**src/rtl/pipe_stage_skid.sv**
```systemverilog
// Decode-to-execute pipeline stage: registered main entry backed by a skid entry,
// valid/ready on both sides, synchronous flush that leaves a nop bubble.
module pipe_stage_skid #(
    parameter int unsigned W             = 32,
    parameter int unsigned PC_INC        = 4,
    parameter int unsigned FLUSH_KEEP_PC = 0
) (
    input  logic         clk,
    input  logic         reset,
    input  logic         flush,
    input  logic         in_valid,
    output logic         in_ready,
    input  logic [W-1:0] in_instr,
    input  logic [W-1:0] in_rs,
    input  logic [W-1:0] in_rt,
    input  logic [W-1:0] in_pc,
    input  logic [W-1:0] in_ext,
    output logic         out_valid,
    input  logic         out_ready,
    output logic [W-1:0] out_instr,
    output logic [W-1:0] out_rs,
    output logic [W-1:0] out_rt,
    output logic [W-1:0] out_pc,
    output logic [W-1:0] out_ext,
    output logic [1:0]   occupancy
);

    typedef struct packed {
        logic [W-1:0] instr;
        logic [W-1:0] rs;
        logic [W-1:0] rt;
        logic [W-1:0] pc;
        logic [W-1:0] ext;
    } entry_t;

    typedef enum logic [1:0] {
        EMPTY = 2'd0,
        ONE   = 2'd1,
        FULL  = 2'd2
    } state_t;

    state_t state_q, state_d;
    entry_t main_q, main_d;
    entry_t skid_q, skid_d;
    entry_t in_entry;
    logic   accept;
    logic   emit;

    // pc is advanced once at capture and never recomputed on the skid-to-main move
    always_comb begin
        in_entry.instr = in_instr;
        in_entry.rs    = in_rs;
        in_entry.rt    = in_rt;
        in_entry.pc    = in_pc + W'(PC_INC);
        in_entry.ext   = in_ext;
    end

    assign in_ready  = (state_q != FULL);
    assign out_valid = (state_q != EMPTY);
    assign occupancy = state_q;
    assign accept    = in_valid & in_ready;
    assign emit      = out_valid & out_ready;

    always_comb begin
        state_d = state_q;
        main_d  = main_q;
        skid_d  = skid_q;
        if (flush) begin
            state_d = EMPTY;
            main_d  = '0;
            skid_d  = '0;
            if (FLUSH_KEEP_PC != 0) begin
                main_d.pc = main_q.pc;
            end
        end else begin
            case (state_q)
                EMPTY: begin
                    if (accept) begin
                        state_d = ONE;
                        main_d  = in_entry;
                    end
                end
                ONE: begin
                    if (accept && emit) begin
                        main_d = in_entry;
                    end else if (accept) begin
                        state_d = FULL;
                        skid_d  = in_entry;
                    end else if (emit) begin
                        state_d = EMPTY;
                        main_d  = '0;
                    end
                end
                FULL: begin
                    if (emit) begin
                        state_d = ONE;
                        main_d  = skid_q;
                        skid_d  = '0;
                    end
                end
                default: begin
                    state_d = EMPTY;
                    main_d  = '0;
                    skid_d  = '0;
                end
            endcase
        end
    end

    always_ff @(posedge clk or posedge reset) begin
        if (reset) begin
            state_q <= EMPTY;
            main_q  <= '0;
            skid_q  <= '0;
        end else begin
            state_q <= state_d;
            main_q  <= main_d;
            skid_q  <= skid_d;
        end
    end

    assign out_instr = main_q.instr;
    assign out_rs    = main_q.rs;
    assign out_rt    = main_q.rt;
    assign out_pc    = main_q.pc;
    assign out_ext   = main_q.ext;

endmodule

```
**config.mk**
```make
export PLATFORM = sky130hd
export DESIGN_NAME = pipe_stage_skid
export DESIGN_NICKNAME = d
export VERILOG_FILES = /design/src/rtl/pipe_stage_skid.sv
export SDC_FILE = /design/constraint.sdc
export NUM_CORES = 1
export LEC_CHECK = 0
export CORE_MARGIN = 2
export CORE_UTILIZATION = 53
export DETAILED_ROUTE_END_ITERATION = 6
export GPL_TIMING_DRIVEN = 0
export MAX_ROUTING_LAYER = met4
export PLACE_DENSITY = 0.85
export RECOVER_POWER = 50
export SKIP_LAST_GASP = 1
export SLEW_MARGIN = 15
export SYNTH_ARGS = -nofsm -noshare
export SYNTH_HDL_FRONTEND = slang
export SYNTH_SLANG_ARGS = --single-unit
```
**constraint.sdc**
```tcl
create_clock -name clk -period 19.25 [get_ports clk]
set_input_delay 3.85 -clock clk [delete_from_list [all_inputs] [get_ports clk]]
set_output_delay 3.85 -clock clk [all_outputs]
set_load 0.005 [all_outputs]
```
==> flow_metrics.env <==
export IMPL_status="finished, violations left"
export IMPL_violations="max-capacitance violations, max-slew violations"
export IMPL_avgViaCountPerCell=6.04
export IMPL_grt_pass1_vias=11800
export IMPL_fin_skew_ps=18.1
export IMPL_cts_tree="built"
export IMPL_vias=11500
export IMPL_cts_max_level=2
export IMPL_grt_use_total_pct=31.5
export IMPL_post_cts_resized=0
export IMPL_cp_required_ps=18590
export IMPL_maxSlewViolCount=329
export IMPL_period_minus_slack_ps=10550
export IMPL_drive_above_1_share_pct=8.03
export IMPL_cts_root_buf="clkbuf_16"
export IMPL_min_period_over_period_pct=54.8
export IMPL_met2_usage_pct=49.0
export IMPL_drt_total_wl_microns=40600
export IMPL_yosysMostFrequentCell="dfrtp_1"
export IMPL_setup_worst_path_end_class="async pin"
export IMPL_synth_edf_count=0
export IMPL_clk_latency_ps=510
export IMPL_cts_buffers=34
export IMPL_wire_per_inst_microns=21.3
export IMPL_ys_types=41
export IMPL_grt_start_max_net_pins=103
export IMPL_num_fill_cells=1659
export IMPL_fin_cells=1912
export IMPL_peakVddDrop_uv=60.2
export IMPL_power_density_nw_per_um2=89.2
export IMPL_relSlewSlack_pct=-251
export IMPL_rsz0062_at_grt="no"
export IMPL_setup_violations=0
export IMPL_drt_pass1_iterations=5
export IMPL_post_cts_buffers=0
export IMPL_grt_pass1_wl_microns=63400
export IMPL_antenna_found_initial=6
export IMPL_avgSynthCellArea_sq_um=11.2
export IMPL_design_area_sq_um=18100
export IMPL_synth_ff_type="dfrtp_1"
export IMPL_worstPathArrival_ps=9890
export IMPL_place_gp_congestion=0.937
export IMPL_yosys_area_top_type_share_pct=60.6
export IMPL_synth_area_sq_um=13300
export IMPL_syn_nets=1358
export IMPL_async_flop_share_pct=100
export IMPL_dp_final_hpwl_microns=28500
export IMPL_critical_path_max_fanout=102
export IMPL_grt_util_met1_pct=39.8
export IMPL_yosysTopAreaCell="dfrtp_1"
export IMPL_max_cap_viol_count=4
export IMPL_grt_most_used_layer="met2"
export IMPL_grt_ovfl_total=0
export IMPL_fp_dieH_microns=162
export IMPL_fin_nets=1723
export IMPL_numClockSinks=322
export IMPL_ctsHoldBuffers=0
export IMPL_yosys_top_cells_count="dfrtp_1, nand2_1, a22oi_1"
export IMPL_ys_ff_latch=322
export IMPL_rows=57
export IMPL_drt_iter0_markers=1054
export IMPL_place_area_sq_um=17100
export IMPL_die_area_sq_um=26400
export IMPL_initial_core_util_pct=54.3
export IMPL_place_inst=1845
export IMPL_max_clock_path_buffers=3
export IMPL_hold_class="flip-flop to flip-flop"
export IMPL_areaGrowthSynthToFinish_pct=36.4
export IMPL_worst_pin_slew_ps=5270
export IMPL_ant_nets=0
export IMPL_final_hold_violation_count=0
export IMPL_max_freq_mhz=94.8
export IMPL_path_class="primary input to async pin"
export IMPL_synthCells=1192
export IMPL_core_sq_um=24500
export IMPL_ys_warn_count=0
export IMPL_synth_area_leaders="dfrtp_1, a22o_1, a22oi_1"
export IMPL_clk_pin_slew_ps=60
export IMPL_tns_ps=0
export IMPL_startpoint_type="primary input"
export IMPL_synth_seq_area_share_pct=60.6
export IMPL_pin_count=329
export IMPL_drc_errors=0
export IMPL_die_w_microns=162
export IMPL_grt_util_met3_pct=6.90
export IMPL_p_leak_nw=8.29
export IMPL_portBuffers=326
final timing paths:
kind,startpoint,to,slack (ps),cells past startpoint
max in group clk,in_valid,out_rs[27]$_DFFE_PP0P_,13350,6
worst min-delay path,out_rs[15]$_DFFE_PP0P_,out_rs[15]$_DFFE_PP0P_,480,2
worst max-delay path,reset,skid_q[56]$_DFFE_PP0P_,8700,3
min in group asynchronous,reset,skid_q[133]$_DFFE_PP0P_,4610,2
worst min register to register,out_rs[15]$_DFFE_PP0P_,out_rs[15]$_DFFE_PP0P_,480,2
worst max register to register,occupancy[0]$_DFFE_PP0P_,out_rs[27]$_DFFE_PP0P_,16820,8
cells in the final DEF (no fill, tap or decap), drive strengths merged, types with 3 or more instances in the layout:
cell	n
a21oi	5
a22o	132
a22oi	154
a2bb2oi	3
and2	3
buf	48
bufinv	4
clkbuf	108
clkdlybuf4s50	244
clkinv	8
clkinvlp	3
dfrtp	322
diode	7
dlygate4sd3	82
inv	7
nand2	177
nand3	18
nand4	11
nor2	10
nor2b	4
nor3	3
o21ai	188
xnor2	4
xor2	24
logic make-up after synthesis:
kind of cell,count (synthesis),synth area share [%]
buf+inv,115,4.10
fa+ha+maj,1,0.0941
mux,1,0.0847
simple gates,237,7.97
xor+xnor,28,1.85
compound gates,488,25.3
flops,322,60.6
sequential cells by signal (all words and copies together) (netlist names):
signal,flops
occupancy,2
out_ext,32
out_instr,32
out_pc,32
out_rs,32
out_rt,32
skid_q,160
layout make-up:
cell class / instances / area, sq um / share of cell area, %
diodes: 7 / 17.5 / 0.0967
plain buffers: 108 / 519 / 2.87
clock buffers: 45 / 953 / 5.26
clock inverters: 15 / 184 / 1.01
inverters: 7 / 27.5 / 0.152
multi-input cells: 755 / 4680 / 25.8
flip-flops and latches: 322 / 8060 / 44.5
well taps: 324 / 405 / 2.24
repair buffers: 329 / 3270 / 18.1
critical path, stage by stage:
cell	delay [ps]
dlygate4sd3_1	540
clkinvlp_2	1620
clkbuf_1	3770
per-stage QoR:
step           hold WS (ps)  setup slack [ps]  util (%)  power (mW)
2_1_floorplan           451              6490         -       0.830
3_3_place_gp            462              2980      69.3       0.955
3_5_place_dp            469             12970      69.7       0.963
4_1_cts                 484             13380      74.3        1.63
5_1_grt                 501              7420      74.1        1.68
6_report                476              8700      74.1        1.62
per-layer routing:
metal  vias to the layer above  part of all wire [%]
li1                       5119                     -
met1                      5717                    39
met2                       587                    48
met3                       116                   8.2
met4                         0                   4.6
met5                         -                     0
report_power, final:
group	switching, mW	total, mW	internal, mW
clock network	0.267	0.670	0.403
logic	0.115	0.218	0.103
registers	0.0186	0.728	0.709
total	0.401	1.62	1.22
Power figures use the tool's default switching activity.
